<file path="src/rtl/cond_logic.sv">
// Conditional-execution stage: holds the NZCV flags, evaluates the condition
// field against them, gates the decoder write strobes and counts skipped instructions.
module cond_logic #(
   parameter int CNT_W = 16
) (
   input  logic             clk,
   input  logic             reset,
   input  logic [3:0]       Cond,
   input  logic [3:0]       ALUFlags,
   input  logic [1:0]       FlagW,
   input  logic             PCS,
   input  logic             RegW,
   input  logic             MemW,
   input  logic             Stall,
   input  logic             ClrCount,
   output logic             PCSrc,
   output logic             RegWrite,
   output logic             MemWrite,
   output logic             CondEx,
   output logic             Undef,
   output logic [3:0]       Flags,
   output logic [CNT_W-1:0] SkipCount
);

   logic n, z, c, v;
   logic write_ok;

   assign {n, z, c, v} = Flags;

   // Condition is judged only against the stored flags, never the ALU's new ones.
   always_comb begin
      // NOTE: default assignment first so no path through the case infers a latch.
      CondEx = 1'b0;
      case (Cond)
         4'b0000: CondEx = z;
         4'b0001: CondEx = ~z;
         4'b0010: CondEx = c;
         4'b0011: CondEx = ~c;
         4'b0100: CondEx = n;
         4'b0101: CondEx = ~n;
         4'b0110: CondEx = v;
         4'b0111: CondEx = ~v;
         4'b1000: CondEx = c & ~z;
         4'b1001: CondEx = ~c | z;
         4'b1010: CondEx = (n == v);
         4'b1011: CondEx = (n != v);
         4'b1100: CondEx = ~z & (n == v);
         4'b1101: CondEx = z | (n != v);
         4'b1110: CondEx = 1'b1;
         4'b1111: CondEx = 1'b0;
      endcase
   end

   assign Undef    = (Cond == 4'b1111);
   assign write_ok = CondEx & ~Stall;
   assign PCSrc    = PCS  & write_ok;
   assign RegWrite = RegW & write_ok;
   assign MemWrite = MemW & write_ok;

   // FlagW is only looked at once write_ok is known true, so an undriven
   // FlagW during a stall or failed condition cannot reach the register.
   always_ff @(posedge clk or posedge reset) begin
      // NOTE: sequential state uses non-blocking assignments only.
      if (reset) begin
         Flags <= 4'b0000;
      end else if (write_ok) begin
         if (FlagW[1]) Flags[3:2] <= ALUFlags[3:2];
         if (FlagW[0]) Flags[1:0] <= ALUFlags[1:0];
      end
   end

   always_ff @(posedge clk or posedge reset) begin
      if (reset) begin
         SkipCount <= '0;
      end else if (ClrCount) begin
         SkipCount <= '0;
      end else if (!Stall && !CondEx && (SkipCount != '1)) begin
         SkipCount <= SkipCount + 1'b1;
      end
   end

endmodule

</file>
<file path="config.mk">
export PLATFORM = sky130hd
export DESIGN_NAME = cond_logic
export DESIGN_NICKNAME = d
export VERILOG_FILES = /design/src/rtl/cond_logic.sv
export SDC_FILE = /design/constraint.sdc
export NUM_CORES = 1
export LEC_CHECK = 0
export BUFFER_PORTS_ARGS = -buffer_cell sky130_fd_sc_hd__buf_2
export CAP_MARGIN = 20
export CORE_MARGIN = 5
export CORE_UTILIZATION = 46
export CTS_CLUSTER_DIAMETER = 150
export CTS_CLUSTER_SIZE = 16
export DETAILED_ROUTE_END_ITERATION = 10
export GPL_TIMING_DRIVEN = 0
export PLACE_DENSITY_LB_ADDON = 0.08
export SETUP_SLACK_MARGIN = 0.1
export SLEW_MARGIN = 10
export SYNTH_ARGS = -nofsm -noshare
export SYNTH_HDL_FRONTEND = slang
export SYNTH_SLANG_ARGS = --single-unit
</file>
<file path="constraint.sdc">
create_clock -name clk -period 2.23 [get_ports clk]
set_input_delay 0.1115 -clock clk [delete_from_list [all_inputs] [get_ports clk]]
set_output_delay 0.1115 -clock clk [all_outputs]
set_load 0.01 [all_outputs]
</file>
==> results.sh <==
export IMPL_synth_yosys_warnings=0
export IMPL_max_cap_viol_count=0
export IMPL_tritoncts="done"
export IMPL_finalMaxSlewViolations=0
export IMPL_grt_setup_unrepaired="yes"
export IMPL_dpl_hpwl_mm=2.65
export IMPL_crit_chain="xor2_1, or4_1, a311oi_2, o21ai_4, buf_6, nor2_4, and2_4, buf_2"
export IMPL_cells_after_synth=146
export IMPL_synthArstFlopShare=1.00
export IMPL_final_setup_viol_count=21
export IMPL_avgRoutedWirePerCell_um=17.0
export IMPL_worst_path_buf_inv=2
export IMPL_antenna_fix_cells=0
export IMPL_numCtsBuffers=3
export IMPL_maxClockFrequency_ghz=0.422
export IMPL_grt_first_pass_wirelength_mm=6.79
export IMPL_detail_route_vias_per_cell=6.02
export IMPL_final_hold_worst_slack_ns=0.0123
export IMPL_crit_reg2reg_launch="Flags[3]$_DFFE_PP0P_"
export IMPL_drc_errors=0
export IMPL_critPathKind="reg2out"
export IMPL_yosys_area_top_type_share=0.366
export IMPL_cts_num_sinks=20
export IMPL_cp_startpoint="Flags[3]$_DFFE_PP0P_"
export IMPL_synthMostInstantiatedCell="sky130_fd_sc_hd__dfrtp_1"
export IMPL_cts_max_level=1
export IMPL_ys_seq_elements=20
export IMPL_internal_power_mw=1.07
export IMPL_clock_power_share=0.191
export IMPL_worstHoldStart="ALUFlags[3]"
export IMPL_worst_path_dominant_cell_family="simple AND/OR/NAND/NOR gates"
export IMPL_clk_insertion_delay_late_ns=0.33
export IMPL_grt_overflow_total=0
export IMPL_maximum_fanout_encountered_on_the_critical_timing_path=3
export IMPL_routabilityCongestion=0.812
export IMPL_post_synthesis_cell_area_sq_um=1370
export IMPL_x_dimension_of_the_die_um=64.5
export IMPL_ioPinCount=42
export IMPL_violations="setup timing"
export IMPL_floorplan_rows=19
export IMPL_worst_slack_ns=-0.138
export IMPL_numPortBuffers=40
export IMPL_hold_path_class="in2reg"
export IMPL_grt_usage=0.201
export IMPL_vias_in_the_first_global_route=1497
export IMPL_die_area_sq_um=4160
export IMPL_clk_pin_slew_ns=0.14
export IMPL_switching_share=0.344
export IMPL_power_density_cell_area_nw_per_um2=779
export IMPL_timing_final_crit_period_ns=2.37
export IMPL_ant_nets=0
export IMPL_p_comb_frac=0.533
export IMPL_chipHeight_um=64.5
export IMPL_initialDrtViolationCount=172
export IMPL_worst_case_headroom_to_the_max_slew_limit=0.494
export IMPL_hold_viol_final=0
export IMPL_worstPathRequired_ns=2.12
export IMPL_cp_slowest_stage_delay_ns=0.45
export IMPL_sequential_power_share=0.276
export IMPL_mappedNetlistNets=164
export IMPL_startpoint_type="register"
export IMPL_ir_drop_v=0.000602
export IMPL_core_region_area_sq_um=2810
export IMPL_total_switching_power_mw=0.560
export IMPL_dominantRegCellSynth="sky130_fd_sc_hd__dfrtp_1"
export IMPL_clock_path_buffers=2
export IMPL_syn_to_final_growth_pct=53.2
export IMPL_yosys_area_top_type="sky130_fd_sc_hd__dfrtp_1"
export IMPL_worst_clock_skew_ns=0.0222
export IMPL_unique_masters_post_synth=37
export IMPL_synth_seq_area_share=0.366
export IMPL_dr_total_vias=1488
export IMPL_detail_route_first_pass_iterations=4
export IMPL_antenna_violations_before_repair=0
export IMPL_initial_core_util=0.487
export IMPL_cts_root_buffer="sky130_fd_sc_hd__clkbuf_4"
export IMPL_mean_syn_cell_area_sq_um=9.36
export IMPL_outcome="finished with violations"
export IMPL_setup_tns_final_ns=-1.85
export IMPL_crit_path_top_delay_cell="sky130_fd_sc_hd__dfrtp_2"
export IMPL_worst_slew_pin_slew_ns=0.759
export IMPL_min_period_over_period=1.06
export IMPL_layout_drive_gt1_share=0.542
export IMPL_end_kind="output port"
export IMPL_total_detailed_routing_wirelength_mm=4.21
export IMPL_grt_start_max_net_pins=21
export IMPL_crit_arrival_ns=2.26
export IMPL_p_leak_nw=0.982
export IMPL_layout_nets=235
export IMPL_number_of_enable_flip_flop_cells_after_synthesis=0
export IMPL_netlist_top_cells_count="sky130_fd_sc_hd__dfrtp_1, sky130_fd_sc_hd__a21oi_1, sky130_fd_sc_hd__nor2_1, sky130_fd_sc_hd__o31ai_1"
export IMPL_post_synth_main_area_contributors="sky130_fd_sc_hd__dfrtp_1, sky130_fd_sc_hd__mux2_2, sky130_fd_sc_hd__o31ai_1"
export IMPL_number_of_fillers_in_the_final_layout=216
area by class of cell:
| class | count | area (sq um) | share of cell area |
|---|---|---|---|
| inverter | 3 | 13.8 | 0.00658 |
| sequential | 20 | 503 | 0.240 |
| multi-input combinational | 113 | 932 | 0.445 |
| buffer | 10 | 92.6 | 0.0442 |
| tap | 31 | 38.8 | 0.0185 |
| clock buffer | 3 | 22.5 | 0.0108 |
| clock inverter | 1 | 30.0 | 0.0143 |
| timing repair buffer | 66 | 460 | 0.220 |
power by group through the flow:
stage / Clock [mW] / Sequential (mW) / Combinational, mW
floorplan: 0 / 0.490 / 0.268
global placement: 0 / 0.479 / 0.411
detailed placement: 0 / 0.488 / 0.426
CTS: 0.306 / 0.444 / 0.715
global route: 0.331 / 0.456 / 0.930
finish: 0.312 / 0.449 / 0.869
per-stage QoR:
stage          worst slack [ns]  utilization  cell area (sq um)  total power, mW  std cells
4_1_cts                  -0.119        0.698               1960             1.46        243
5_1_grt                  -0.224        0.746               2090             1.72        247
6_report                 -0.138        0.746               2090             1.63        247
2_1_floorplan            0.0886            -               1390            0.758        146
3_5_place_dp            -0.0696        0.579               1630            0.914        217
3_3_place_gp            -0.0312        0.579               1630            0.890        217
registers in the layout, summed over array words and instances (netlist names):
name	count
SkipCount	16
Flags	4
timing repair:
item | CTS | global route
cloned | 1 | 1
endpoints found under the hold margin | 20 | 0
setup buffers | 20 | 3
pin swaps | 16 | 8
endpoints found under the setup margin | 21 | 24
hold buffers | 1 | 0
resized for setup | 27 | 17
cell families after synthesis:
group | synth area share
buffers and inverters | 0.0531
DFF | 0.366
muxes | 0.0742
adders and majority gates | 0.00916
and+or+nand+nor | 0.310
AOI/OAI and AO/OA | 0.174
xor gates and xnor gates | 0.0128
worst reg2reg max path, cell delays in order, from the launching register on:
cell and delay, ns:
sky130_fd_sc_hd__dfrtp_2 0.45, sky130_fd_sc_hd__xor2_1 0.16, sky130_fd_sc_hd__or4_1 0.42, sky130_fd_sc_hd__a311oi_2 0.33, sky130_fd_sc_hd__o21ai_4 0.11, sky130_fd_sc_hd__buf_6 0.14
sky130_fd_sc_hd__buf_4 0.13, sky130_fd_sc_hd__buf_6 0.13, sky130_fd_sc_hd__nand3_2 0.08, sky130_fd_sc_hd__mux2_4 0.31
final timing paths:
check | to | slack, ns | cells after the start
max in group asynchronous | Flags[0]$_DFFE_PP0P_ | 1.25 | 3
worst min-delay path | Flags[3]$_DFFE_PP0P_ | 0.01 | 2
worst min register to register | SkipCount[13]$_DFFE_PP0P_ | 0.59 | 2
worst max register to register | SkipCount[2]$_DFFE_PP0P_ | -0.13 | 9
worst max-delay path | PCSrc | -0.14 | 8
min in group asynchronous | SkipCount[12]$_DFFE_PP0P_ | 0.44 | 3
layer usage:
metal / GRT usage / wire length, um / up-vias
met2: 0.362 / 2080 / 61
met4: 0.0818 / 106 / 0
met3: 0.0294 / 269 / 14
met1: 0.240 / 1750 / 724
met5: 0 / 0 / -
li1: - / - / 689
placed cells by master (no fill, tap or decap), types with 5 or more instances in the layout:
master,n
sky130_fd_sc_hd__nor2_1,9
sky130_fd_sc_hd__dfrtp_1,18
sky130_fd_sc_hd__buf_4,18
sky130_fd_sc_hd__mux2_4,5
sky130_fd_sc_hd__buf_2,40
sky130_fd_sc_hd__nand3_1,5
sky130_fd_sc_hd__nand2_1,5
sky130_fd_sc_hd__or4_1,6
sky130_fd_sc_hd__nor2b_1,7
sky130_fd_sc_hd__nand3_2,5
sky130_fd_sc_hd__o31ai_1,9
sky130_fd_sc_hd__a21oi_1,8
sky130_fd_sc_hd__buf_6,8
Note: power is estimated with default switching activity, not from simulation.
